**src/rtl/spi_rx_deserializer.sv**
```systemverilog
// SPI mode-0 receive stage: synchronizes cs/sclk/data, deserializes MSB-first
// frames and hands words out through a 2-entry ready/valid buffer.
module spi_rx_deserializer #(
   parameter int DATA_W      = 16,
   parameter int SYNC_STAGES = 2
) (
   input  logic                      clk,
   input  logic                      reset_n,
   input  logic                      spi_cs_l,
   input  logic                      spi_sclk,
   input  logic                      spi_data,
   output logic [DATA_W-1:0]         rx_data,
   output logic                      rx_valid,
   input  logic                      rx_ready,
   output logic [$clog2(DATA_W):0]   rx_bitcnt,
   output logic                      frame_err,
   output logic                      overrun,
   output logic [15:0]               frame_cnt
);

   localparam int CW = $clog2(DATA_W) + 1;

   typedef enum logic {S_IDLE, S_SHIFT} state_t;

   logic w_cs, w_sclk, w_data, w_hi;

   // w_hi mirrors cs but resets low, so cs only arms once truly seen high
   generate
      if (SYNC_STAGES == 0) begin : g_nosync
         assign w_cs   = spi_cs_l;
         assign w_sclk = spi_sclk;
         assign w_data = spi_data;
         assign w_hi   = spi_cs_l;
      end else begin : g_sync
         logic [SYNC_STAGES-1:0] r_cs_s, r_sclk_s, r_data_s, r_hi_s;
         always_ff @(posedge clk or negedge reset_n) begin
            if (!reset_n) begin
               r_cs_s   <= '1;
               r_sclk_s <= '0;
               r_data_s <= '0;
               r_hi_s   <= '0;
            end else begin
               r_cs_s[0]   <= spi_cs_l;
               r_sclk_s[0] <= spi_sclk;
               r_data_s[0] <= spi_data;
               r_hi_s[0]   <= spi_cs_l;
               for (int i = 1; i < SYNC_STAGES; i++) begin
                  r_cs_s[i]   <= r_cs_s[i-1];
                  r_sclk_s[i] <= r_sclk_s[i-1];
                  r_data_s[i] <= r_data_s[i-1];
                  r_hi_s[i]   <= r_hi_s[i-1];
               end
            end
         end
         assign w_cs   = r_cs_s[SYNC_STAGES-1];
         assign w_sclk = r_sclk_s[SYNC_STAGES-1];
         assign w_data = r_data_s[SYNC_STAGES-1];
         assign w_hi   = r_hi_s[SYNC_STAGES-1];
      end
   endgenerate

   logic r_cs_q, r_sclk_q, r_armed;
   logic r_cs_fall, r_cs_rise, r_sclk_rise, r_data_q;

   always_ff @(posedge clk or negedge reset_n) begin
      if (!reset_n) begin
         r_cs_q      <= 1'b1;
         r_sclk_q    <= 1'b0;
         r_armed     <= 1'b0;
         r_cs_fall   <= 1'b0;
         r_cs_rise   <= 1'b0;
         r_sclk_rise <= 1'b0;
         r_data_q    <= 1'b0;
      end else begin
         r_cs_q      <= w_cs;
         r_sclk_q    <= w_sclk;
         r_armed     <= r_armed | w_hi;
         r_cs_fall   <= r_cs_q & ~w_cs & r_armed;
         r_cs_rise   <= ~r_cs_q & w_cs;
         r_sclk_rise <= ~r_sclk_q & w_sclk;
         r_data_q    <= w_data;
      end
   end

   state_t            r_state, w_state_nx;
   logic [DATA_W-1:0] r_shreg, w_shreg_nx;
   logic [CW-1:0]     r_bitcnt, w_bitcnt_nx;
   logic              w_push, w_err;

   always_comb begin
      w_state_nx  = r_state;
      w_shreg_nx  = r_shreg;
      w_bitcnt_nx = r_bitcnt;
      w_push      = 1'b0;
      w_err       = 1'b0;
      unique case (r_state)
         S_IDLE: begin
            if (r_cs_fall) begin
               w_state_nx  = S_SHIFT;
               w_shreg_nx  = '0;
               w_bitcnt_nx = '0;
            end
         end
         S_SHIFT: begin
            if (r_cs_rise) begin
               w_state_nx = S_IDLE;
               if (r_bitcnt == CW'(DATA_W)) w_push = 1'b1;
               else                         w_err  = 1'b1;
            end else if (r_sclk_rise) begin
               if (r_bitcnt < CW'(DATA_W)) begin
                  w_shreg_nx  = {r_shreg[DATA_W-2:0], r_data_q};
                  w_bitcnt_nx = r_bitcnt + 1'b1;
               end else begin
                  w_bitcnt_nx = CW'(DATA_W + 1);
               end
            end
         end
         default: w_state_nx = S_IDLE;
      endcase
   end

   logic [DATA_W-1:0] r_mem [2];
   logic              r_wr_ptr, r_rd_ptr;
   logic [1:0]        r_count;
   logic              r_frame_err, r_overrun;
   logic [15:0]       r_frame_cnt;
   logic              w_pop, w_full, w_wr;

   assign w_pop  = (r_count != 2'd0) & rx_ready;
   assign w_full = (r_count == 2'd2);
   assign w_wr   = w_push & (~w_full | w_pop);

   always_ff @(posedge clk or negedge reset_n) begin
      if (!reset_n) begin
         r_state     <= S_IDLE;
         r_shreg     <= '0;
         r_bitcnt    <= '0;
         r_mem[0]    <= '0;
         r_mem[1]    <= '0;
         r_wr_ptr    <= 1'b0;
         r_rd_ptr    <= 1'b0;
         r_count     <= 2'd0;
         r_frame_err <= 1'b0;
         r_overrun   <= 1'b0;
         r_frame_cnt <= '0;
      end else begin
         r_state     <= w_state_nx;
         r_shreg     <= w_shreg_nx;
         r_bitcnt    <= w_bitcnt_nx;
         if (w_wr) begin
            r_mem[r_wr_ptr] <= r_shreg;
            r_wr_ptr        <= ~r_wr_ptr;
         end
         if (w_pop) r_rd_ptr <= ~r_rd_ptr;
         r_count     <= r_count + {1'b0, w_wr} - {1'b0, w_pop};
         r_frame_err <= w_err;
         r_overrun   <= w_push & w_full & ~w_pop;
         r_frame_cnt <= r_frame_cnt + {15'd0, w_push};
      end
   end

   assign rx_data   = r_mem[r_rd_ptr];
   assign rx_valid  = (r_count != 2'd0);
   assign rx_bitcnt = r_bitcnt;
   assign frame_err = r_frame_err;
   assign overrun   = r_overrun;
   assign frame_cnt = r_frame_cnt;

endmodule

```
**config.mk**
```make
export PLATFORM = sky130hd
export DESIGN_NAME = spi_rx_deserializer
export DESIGN_NICKNAME = d
export VERILOG_FILES = /design/src/rtl/spi_rx_deserializer.sv
export SDC_FILE = /design/constraint.sdc
export NUM_CORES = 1
export LEC_CHECK = 0
export CAP_MARGIN = 20
export CORE_AREA = 2 2 69 119
export CTS_BUF_LIST = sky130_fd_sc_hd__clkbuf_4 sky130_fd_sc_hd__clkbuf_8 sky130_fd_sc_hd__clkbuf_16
export DETAILED_ROUTE_END_ITERATION = 10
export DIE_AREA = 0 0 71 121
export PLACE_DENSITY = 0.71
export SYNTH_ARGS = -nofsm -noshare
export SYNTH_HDL_FRONTEND = slang
export SYNTH_SLANG_ARGS = --single-unit
```
**constraint.sdc**
```tcl
create_clock -name clk -period 4.6 [get_ports clk]
set_clock_uncertainty 0.2 [all_clocks]
set_input_delay 0.92 -clock clk [delete_from_list [all_inputs] [get_ports clk]]
set_output_delay 0.92 -clock clk [all_outputs]
set_load 0.03 [all_outputs]
```
==> results.sh, run 1 <==
export IMPL_clock_sinks=91
export IMPL_slew_headroom=0.4551
export IMPL_r2r_setup_slack_ns=2.10
export IMPL_netlist_area_um2=3705
export IMPL_hpwl_mm=4.117
export IMPL_drc=0
export IMPL_synth_compound_area_share=0.05100
export IMPL_hold_viol_final=0
export IMPL_cts_setup_buffers=0
export IMPL_synthToLayoutAreaGrowth_pct=21.75
export IMPL_drtAntennaViolNets=0
export IMPL_vias=2071
export IMPL_cts_root_buf="clkbuf_16"
export IMPL_first_pass_iters=4
export IMPL_fp_row_count=42
export IMPL_insertion_delay_ns=0.33
export IMPL_stdcell_area_um2=4511
export IMPL_syn_inst=247
export IMPL_reg2regPathDepth=9
export IMPL_synth_cell_type_count=36
export IMPL_critPathKind="flop to primary output"
export IMPL_first_iter_violations=119
export IMPL_p_sw_uw=450.6
export IMPL_ctsLongestPathBuffers=2
export IMPL_setup_viol=0
export IMPL_critPathCaptureType="primary output"
export IMPL_rsz0062_at_grt="no"
export IMPL_maxCapViolations=0
export IMPL_cp_data_required_time_ns=3.48
export IMPL_p_int_mw=1.369
export IMPL_place_ws_ns=1.579
export IMPL_synth_top_family_by_area="multiplexers"
export IMPL_hp_start="g_sync.r_data_s[0]"
export IMPL_n_antenna_cell=0
export IMPL_yosys_area_top_type_share=0.5944
export IMPL_p_sw_frac=0.2476
export IMPL_routedWlPerCell_um=15.81
export IMPL_synth_area_per_cell_um2=15.00
export IMPL_die_y_um=121
export IMPL_cts_tree="built"
export IMPL_status="completed"
export IMPL_critPathCapture="rx_data[5]"
export IMPL_rr_endpoint="frame_cnt[15]"
export IMPL_finalSetupTns_ns=0
export IMPL_place_congestion=0.7271
export IMPL_grt_pass1_wl_mm=10.35
export IMPL_core_um2=7620
export IMPL_n_fill_cell=610
export IMPL_seq_power_share=0.499
export IMPL_fmaxAchievable_mhz=304.9
export IMPL_synth_seq_cells=91
export IMPL_peakVddDrop_mv=0.3056
export IMPL_layout_cells_non_filler=389
export IMPL_grtUsageTotal=0.1582
export IMPL_port_buffers=45
export IMPL_grt_remaining_overflow=0
export IMPL_async_flop_share=1.000
export IMPL_worst_pin_slew_ns=0.8173
export IMPL_grt_antenna_before_repair=0
export IMPL_finalCritPeriodShare=0.7131
export IMPL_hold_path_class="flop to flop"
export IMPL_setup_slack_ns=1.320
export IMPL_synth_simple_area_share=0.07768
export IMPL_synth_edf_count=0
export IMPL_grt_pass1_vias=2085
export IMPL_p_leak_nw=2.143
export IMPL_timing_rr_start="rx_bitcnt[0]"
export IMPL_htree_levels=3
export IMPL_ys_flop_type="dfrtp_1"
export IMPL_grt_max_degree=61
export IMPL_worst_setup_path_start_kind="flop"
export IMPL_dpl_cell_count=374
export IMPL_holdBufCountCts=0
export IMPL_crit_fanout=17
export IMPL_routed_wl_mm=6.152
export IMPL_start_util=0.4862
export IMPL_ys_top_cells_by_area="dfrtp_1 (59%), mux2_2 (8.5%), mux2_4 (8.1%), a22o_1 (4.3%), xnor2_1 (3.5%)"
export IMPL_finalNetCount=309
export IMPL_synth_fa_ha_area_frac=0.02026
export IMPL_post_route_cells_drive_above_1_share=0.2558
export IMPL_placed_cell_area_um2=4222
export IMPL_numCtsBuffers=9
export IMPL_crit_start="r_rd_ptr"
export IMPL_die_width_um=71
export IMPL_syn_nets=259
export IMPL_power_density_nw_per_um2=403.4
export IMPL_synth_xor_area_frac=0.04728
export IMPL_die_area_um2=8591
export IMPL_slew_violations=0
export IMPL_p_comb_frac=0.119
export IMPL_clk_pin_slew_worst_paths_ns=0.06
export IMPL_clkPwrFrac=0.382
export IMPL_synth_mux_area_frac=0.1689
export IMPL_synth_area_leader_cell="dfrtp_1"
export IMPL_yosys_warnings=0
export IMPL_ioPinCount=46
export IMPL_timing_final_crit_period_ns=3.280
export IMPL_worstPathArrival_ns=2.16
export IMPL_synth_seq_area_share=0.6157
export IMPL_cts_resized=0
export IMPL_vias_per_cell=5.324
==> metrics by stage <==
step	total power, mW	hold WS [ns]	util
2_1_floorplan	1.055	0.1312	-
3_3_place_gp	1.138	0.1331	0.5540
3_5_place_dp	1.145	0.1355	0.5540
4_1_cts	1.846	0.1488	0.5920
5_1_grt	1.903	0.1498	0.5920
6_report	1.820	0.1478	0.5920
==> critical path: stages, from the launching register on <==
cell	delay (ns)
dfrtp_1	0.81
mux2_2	0.42
clkdlybuf4s50_1	0.59
==> power by group through the flow <==
stage / Combinational (mW) / Clock (mW) / Sequential (mW)
2_1_floorplan: 0.145 / 0 / 0.910
3_3_place_gp: 0.218 / 0 / 0.920
3_5_place_dp: 0.221 / 0 / 0.924
4_1_cts: 0.222 / 0.714 / 0.910
5_1_grt: 0.238 / 0.748 / 0.917
6_report: 0.217 / 0.695 / 0.908
==> worst min-delay path by stage <==
stage,depth (start not counted),slack [ns],end
2_1_floorplan,0,0.13,g_sync.r_data_s[1]
5_1_grt,0,0.15,g_sync.r_data_s[1]
3_5_place_dp,0,0.14,g_sync.r_data_s[1]
6_report,0,0.15,g_sync.r_data_s[1]
4_1_cts,0,0.15,g_sync.r_data_s[1]
3_3_place_gp,0,0.13,g_sync.r_sclk_s[1]
==> placed cells by master (no fill, tap or decap) <==
cell type        synthesis  layout
a21oi_1                  1       1
or2_2                    2       2
clkbuf_4                 0       2
dfstp_2                  3       3
nor2b_1                  5       5
or3b_4                   1       1
a2bb2oi_1                1       1
buf_4                    0       2
nand3_1                  5       5
nor3_1                   1       1
mux2i_1                  1       1
clkbuf_8                 0       3
nor3_2                   1       1
a32o_1                   1       1
mux2_4                  20      20
and2b_2                  1       1
nor2_1                   5       5
clkbuf_16                0       9
nand3_4                  1       1
and3b_1                  1       1
mux2_2                  28      28
nand4_2                  1       1
inv_1                    6       6
nand4_1                  4       4
xor2_1                   5       5
nand2_1                 11      11
a21o_1                   1       1
xnor2_1                 15      15
clkdlybuf4s50_1          0      44
a22o_1                  18      18
dfrtp_1                 88      88
nor2_4                   2       2
and4bb_1                 1       1
and2_1                   2       2
ha_1                     6       6
and3_1                   2       2
clkinvlp_4               0       1
==> state kept, by name, indices dropped and copies added, names as in the netlist, 2 cells and up <==
signal	flops
g_sync.r_sclk_s	2
r_mem	32
frame_cnt	16
r_shreg	16
g_sync.r_cs_s	2
rx_bitcnt	5
r_count	2
g_sync.r_hi_s	2
g_sync.r_data_s	2
==> cell type report <==
type	instances	area, µm²	area share
inverters	6	22.52	0.004993
flip-flops and latches	91	2281	0.5057
multi-input cells	143	1353	0.2999
clock buffers	14	281.5	0.06241
clock inverters	1	7.507	0.001664
repair buffers	46	455.4	0.1010
well taps	88	110.1	0.02441
==> cells in the mapped netlist, drive strengths merged (5+ instances only) <==
master and number:
xnor2 15, nand4 5, dfrtp 88, nand3 6, inv 6, ha 6
a22o 18, nor2b 5, nand2 11, nor2 7, xor2 5, mux2 48
buf 6
==> kinds of logic (layout without fill, tap and decap cells) <==
logic type      count (synthesis)  after routing
fa+ha+maj                       6              6
buf+inv                        13             67
flops                          91             91
compound gates                 22             22
simple gates                   46             46
xor+xnor                       20             20
mux                            49             49
==> routing by layer <==
| metal | track usage | part of all wire | vias up |
|---|---|---|---|
| met5 | 0 | 0 | - |
| met3 | 0.04900 | 0.048 | 13 |
| li1 | - | - | 970 |
| met2 | 0.2395 | 0.48 | 45 |
| met4 | 0.08491 | 0.029 | 0 |
| met1 | 0.2024 | 0.44 | 1043 |
Note: power is estimated with default switching activity, not from simulation.
==> run 2, diff against run 1 <==
--- a/config.mk
+++ b/config.mk
@@ -6,11 +6,11 @@
 export NUM_CORES = 1
 export LEC_CHECK = 0
 export CAP_MARGIN = 20
-export CORE_AREA = 2 2 69 119
+export CORE_AREA = 2 2 69 121
 export CTS_BUF_LIST = sky130_fd_sc_hd__clkbuf_4 sky130_fd_sc_hd__clkbuf_8 sky130_fd_sc_hd__clkbuf_16
 export DETAILED_ROUTE_END_ITERATION = 10
-export DIE_AREA = 0 0 71 121
-export PLACE_DENSITY = 0.71
+export DIE_AREA = 0 0 71 123
+export PLACE_DENSITY = 0.73
 export SYNTH_ARGS = -nofsm -noshare
 export SYNTH_HDL_FRONTEND = slang
 export SYNTH_SLANG_ARGS = --single-unit
==> constraint.sdc (replaced) <==
create_clock -name clk -period 2.7 [get_ports clk]
set_clock_uncertainty 0.2 [all_clocks]
set_input_delay 0.54 -clock clk [delete_from_list [all_inputs] [get_ports clk]]
set_output_delay 0.54 -clock clk [all_outputs]
set_load 0.03 [all_outputs]
==> run 2 against run 1 <==
Compared with the run above:
- flip-flop and latch count unchanged
- routed wire length rose by 3.6%
- die area grew 1.7%
- core utilization increased by 0.37 points
==> results.sh, run 2 (synthesized netlist as in run 1, its figures left out) <==
export IMPL_slew_violations=0
export IMPL_final_core_util=0.5957
export IMPL_die_area_um2=8733
export IMPL_critPathCaptureType="primary output"
export IMPL_n_antenna_cell=0
export IMPL_vias=2092
export IMPL_clk_pin_slew_worst_paths_ns=0.06
export IMPL_timing_final_crit_period_ns=2.631
export IMPL_ioPinCount=46
export IMPL_cpLargestDelayFamily="buffers and inverters"
export IMPL_multi_input_area_um2=1353
export IMPL_hold_path_depth=0
export IMPL_grtUsageTotal=0.1607
export IMPL_grt_pass1_wl_mm=10.69
export IMPL_largest_register_ff_count=32
export IMPL_r2r_setup_slack_ns=0.31
export IMPL_power_density_nw_per_um2=726.4
export IMPL_worstPathArrival_ns=1.89
export IMPL_numCtsBuffers=9
export IMPL_slowest_stage="clkdlybuf4s50_1"
export IMPL_critPathKind="flop to primary output"
export IMPL_ctsLongestPathBuffers=2
export IMPL_start_util=0.4749
export IMPL_grt_remaining_overflow=0
export IMPL_grt_busiest_layer="met2"
export IMPL_fp_row_count=43
export IMPL_routedWlPerCell_um=16.06
export IMPL_core_um2=7801
export IMPL_routed_wl_mm=6.375
export IMPL_finalSetupTns_ns=0
export IMPL_setup_viol=0
export IMPL_cts_root_buf="clkbuf_16"
export IMPL_grt_antenna_before_repair=0
export IMPL_drtAntennaViolNets=0
export IMPL_finalCritPeriodShare=0.9743
export IMPL_register_area_um2=2281
export IMPL_hold_viol_final=0
export IMPL_drc=0
export IMPL_grt_pass1_vias=2181
export IMPL_vias_per_cell=5.270
export IMPL_fmaxAchievable_mhz=380.1
export IMPL_first_iter_violations=105
export IMPL_peakVddDrop_mv=0.5114
export IMPL_path_cells="buf_12 -> mux2_2 -> clkdlybuf4s50_1"
export IMPL_use_met1=0.1940
export IMPL_cp_data_required_time_ns=1.96
export IMPL_maxCapViolations=0
export IMPL_die_y_um=123
export IMPL_rr_endpoint="r_mem[17]"
export IMPL_synthToLayoutAreaGrowth_pct=25.43
export IMPL_clock_sinks=91
export IMPL_met3_usage=0.04890
export IMPL_final_common_cell="dfrtp_1"
export IMPL_worst_setup_path_start_kind="flop"
export IMPL_first_pass_iters=4
export IMPL_max_stage_delay_ns=0.59
export IMPL_hp_start="g_sync.r_data_s[0]"
export IMPL_hpwl_mm=4.463
export IMPL_hold_path_class="flop to flop"
export IMPL_rsz0062_at_grt="no"
export IMPL_timing_rr_start="rx_bitcnt[0]"
export IMPL_critPathBufInv=2
export IMPL_final_cell_mix="dfrtp_1 (88), clkdlybuf4s50_1 (38), mux2_2 (28), mux2_4 (20), a22o_1 (18)"
export IMPL_p_total_mw=3.376
export IMPL_finalNetCount=314
export IMPL_grt_max_degree=40
export IMPL_place_congestion=0.7228
export IMPL_insertion_delay_ns=0.34
export IMPL_slew_headroom=0.5962
export IMPL_status="completed"
export IMPL_grt_use_met2=0.2669
export IMPL_worst_pin_slew_ns=0.6042
export IMPL_die_width_um=71
export IMPL_reg2regPathDepth=6
export IMPL_post_route_cells_drive_above_1_share=0.2671
export IMPL_port_buffers=45
export IMPL_min_to="g_sync.r_data_s[1]"
export IMPL_top_register="r_mem"
export IMPL_crit_fanout=15
export IMPL_cts_tree="built"
export IMPL_p_leak_nw=2.314
export IMPL_htree_levels=3
export IMPL_n_fill_cell=590
[run 2: layer usage]
layer | vias up | part of all wire
li1 | 978 | -
met1 | 1069 | 0.42
met2 | 35 | 0.53
met3 | 10 | 0.037
met4 | 0 | 0.017
met5 | - | 0
[run 2: worst max-delay path by stage]
| stage | start | end | slack (ns) | cells after the start |
|---|---|---|---|---|
| CTS | r_rd_ptr | rx_data[4] | 0.03 | 3 |
| finish | r_rd_ptr | rx_data[8] | 0.07 | 3 |
| floorplan | rx_bitcnt[0] | frame_cnt[15] | 0.35 | 9 |
| global route | r_rd_ptr | rx_data[12] | 0.002 | 3 |
| detailed placement | rx_ready | r_mem[16] | 0.09 | 5 |
| global placement | rx_ready | r_mem[19] | 0.12 | 5 |
[run 2: repair_timing]
item	4_1_cts	5_1_grt
setup buffers	0	0
hold buffers	1	0
setup endpoints to repair	0	6
endpoints found under the hold margin	35	0
resized for setup	0	6
[run 2: per-stage QoR]
stage / hold WS [ns] / setup WS [ns] / instances / instance area (µm²)
after global placement: 0.1334 / 0.1194 / 380 / 4279
final: 0.1481 / 0.06926 / 397 / 4647
after CTS: 0.1486 / 0.03395 / 397 / 4632
after global routing: 0.1494 / 0.002021 / 397 / 4647
after detailed placement: 0.1355 / 0.08536 / 380 / 4279
after floorplan: 0.04441 / 0.3474 / 247 / 3705
[run 2: area by class of cell]
type	instances	area share
well taps	90	0.02423
clock inverters	5	0.02208
clock buffers	11	0.05170
flip-flops and latches	91	0.4908
inverters	6	0.004847
multi-input cells	143	0.2911
repair buffers	51	0.1152
[run 2: where the power goes]
part           internal, mW  switching, mW
clock network         0.923          0.493
registers              1.43         0.0782
logic                 0.219          0.230
==> run 3, diff against run 2 <==
--- a/config.mk
+++ b/config.mk
@@ -6,10 +6,10 @@
 export NUM_CORES = 1
 export LEC_CHECK = 0
 export CAP_MARGIN = 20
-export CORE_AREA = 2 2 69 121
+export CORE_AREA = 2 2 74 112
 export CTS_BUF_LIST = sky130_fd_sc_hd__clkbuf_4 sky130_fd_sc_hd__clkbuf_8 sky130_fd_sc_hd__clkbuf_16
 export DETAILED_ROUTE_END_ITERATION = 10
-export DIE_AREA = 0 0 71 123
+export DIE_AREA = 0 0 76 114
 export PLACE_DENSITY = 0.73
 export SYNTH_ARGS = -nofsm -noshare
 export SYNTH_HDL_FRONTEND = slang
==> run 3 against run 2 <==
Compared with the run above:
- via count up 0.29%
- hold slack got worse by 0.14 ns
- register-to-register slack better by 0.05 ns
- sequential power barely moved
- largest power group unchanged
- worst setup slack better by 0.019 ns
- sequential share of layout area grew 0.12 points
- total power grew 0.99%
- critical path depth is the same
- clock-buffer cell count is 1 lower
- maximum frequency grew 0.75%
- largest cell class unchanged
==> results.sh, run 3 (synthesized netlist as in run 1, its figures left out) <==
export IMPL_status="completed"
export IMPL_clk_pin_slew_worst_paths_ns=0.06
export IMPL_maxCapViolations=0
export IMPL_critPathKind="flop to primary output"
export IMPL_grt_max_degree=49
export IMPL_worstPathArrival_ns=1.87
export IMPL_vias=2098
export IMPL_vias_per_cell=5.105
export IMPL_worst_setup_path_start_kind="flop"
export IMPL_setup_viol=0
export IMPL_critPathCaptureType="primary output"
export IMPL_finalCritPeriodShare=0.9671
export IMPL_p_leak_nw=2.195
export IMPL_first_iter_violations=66
export IMPL_ctsLongestPathBuffers=2
export IMPL_path_cells="buf_4 -> mux2_2 -> clkdlybuf4s50_1"
export IMPL_first_pass_iters=4
export IMPL_cts_tree="built"
export IMPL_highest_layer="met4"
export IMPL_fmaxAchievable_mhz=383.0
export IMPL_final_common_cell="dfrtp_1"
export IMPL_hold_viol_final=0
export IMPL_cts_setup_buffers=0
export IMPL_wl_met3_um=269
export IMPL_top_register="r_mem"
export IMPL_htree_levels=3
export IMPL_slew_violations=0
export IMPL_grt_antenna_before_repair=0
export IMPL_port_buffers=45
export IMPL_fp_row_count=40
export IMPL_core_um2=7757
export IMPL_synthToLayoutAreaGrowth_pct=25.13
export IMPL_finalSetupTns_ns=0
export IMPL_final_core_util=0.5976
export IMPL_grtUsageTotal=0.1613
export IMPL_n_fill_cell=620
export IMPL_drtAntennaViolNets=0
export IMPL_hpwl_mm=4.146
export IMPL_routed_wl_mm=6.369
export IMPL_clock_sinks=91
export IMPL_routedWlPerCell_um=15.50
export IMPL_hold_path_class="input pin to async pin"
export IMPL_crit_fanout=12
export IMPL_cts_resized=0
export IMPL_multi_input_area_um2=1353
export IMPL_start_util=0.4776
export IMPL_register_area_um2=2281
export IMPL_grt_pass1_vias=2172
export IMPL_met2_length_mm=3.326
export IMPL_grt_pass1_wl_mm=10.78
export IMPL_drc=0
export IMPL_holdBufCountCts=0
export IMPL_rsz0062_at_grt="no"
export IMPL_reg2regPathDepth=6
export IMPL_slowest_stage="clkdlybuf4s50_1"
export IMPL_insertion_delay_ns=0.34
export IMPL_worst_pin_slew_ns=0.8040
export IMPL_peakVddDrop_mv=0.5981
export IMPL_largest_register_ff_count=32
export IMPL_die_area_um2=8664
export IMPL_die_y_um=114
export IMPL_grt_remaining_overflow=0
export IMPL_timing_final_crit_period_ns=2.611
export IMPL_final_cell_mix="dfrtp_1 (88), clkdlybuf4s50_1 (44), mux2_2 (28), mux2_4 (20), a22o_1 (18)"
export IMPL_numCtsBuffers=9
export IMPL_post_route_cells_drive_above_1_share=0.2680
export IMPL_wl_met1_mm=2.665
export IMPL_power_density_nw_per_um2=735.4
export IMPL_max_stage_delay_ns=0.59
export IMPL_ioPinCount=46
export IMPL_cts_root_buf="clkbuf_16"
export IMPL_finalNetCount=313
export IMPL_die_width_um=76
export IMPL_cp_data_required_time_ns=1.96
export IMPL_slew_headroom=0.4640
export IMPL_n_antenna_cell=0
export IMPL_place_congestion=0.7062
## run 3: cell types whose count changed in the layout (fill, tap and decap cells not counted)
cell,delta
inv_6,+1
dlymetal6s2s_1,-6
clkbuf_8,+1
clkbuf_4,-2
buf_4,+1
clkdlybuf4s50_1,+6
dlygate4sd3_1,-1
buf_12,-1
## run 3: metrics by stage
stage	std cells	area, µm²	worst slack, ns	power (mW)	hold slack, ns
global route	411	4636	0.03676	3.543	0.06740
global placement	395	4285	0.1330	1.976	0.1324
CTS	411	4636	0.06919	3.445	0.03288
finish	411	4636	0.08875	3.409	0.009910
floorplan	247	3705	0.3474	1.797	0.04441
detailed placement	395	4285	0.08724	1.990	0.1363
## run 3: worst paths after layout
path,start,to,slack [ns]
min reg2reg,g_sync.r_data_s[1],r_data_q,0.15
max reg2reg,rx_bitcnt[1],r_mem[21],0.36
min,reset_n,g_sync.r_data_s[1],0.01
max,r_rd_ptr,rx_data[4],0.09
min in group clk,g_sync.r_data_s[1],r_data_q,0.15
max in group asynchronous,reset_n,frame_cnt[9],1.63
## run 3: power breakdown
part | internal (mW) | switching, mW
sequential | 1.43 | 0.0611
combinational | 0.215 | 0.253
clock | 0.931 | 0.516
## run 3: worst max-delay path: cells and delay by family (launching register included)
kind | cells | cell delay [ns]
buffers and inverters | 2 | 0.81
multiplexers | 1 | 0.38
flip-flops | 1 | 0.34
## run 3: per-layer routing
layer / global-route usage / up-vias
met2: 0.2714 / 36
met5: 0 / -
met3: 0.05617 / 10
li1: - / 971
met1: 0.1885 / 1081
met4: 0.06909 / 0
## run 3: cell type report
| type | instances | area share |
|---|---|---|
| flip-flops and latches | 91 | 0.4920 |
| well taps | 105 | 0.02834 |
| multi-input cells | 143 | 0.2918 |
| clock inverters | 6 | 0.02402 |
| inverters | 6 | 0.004858 |
| clock buffers | 10 | 0.05155 |
| repair buffers | 50 | 0.1074 |
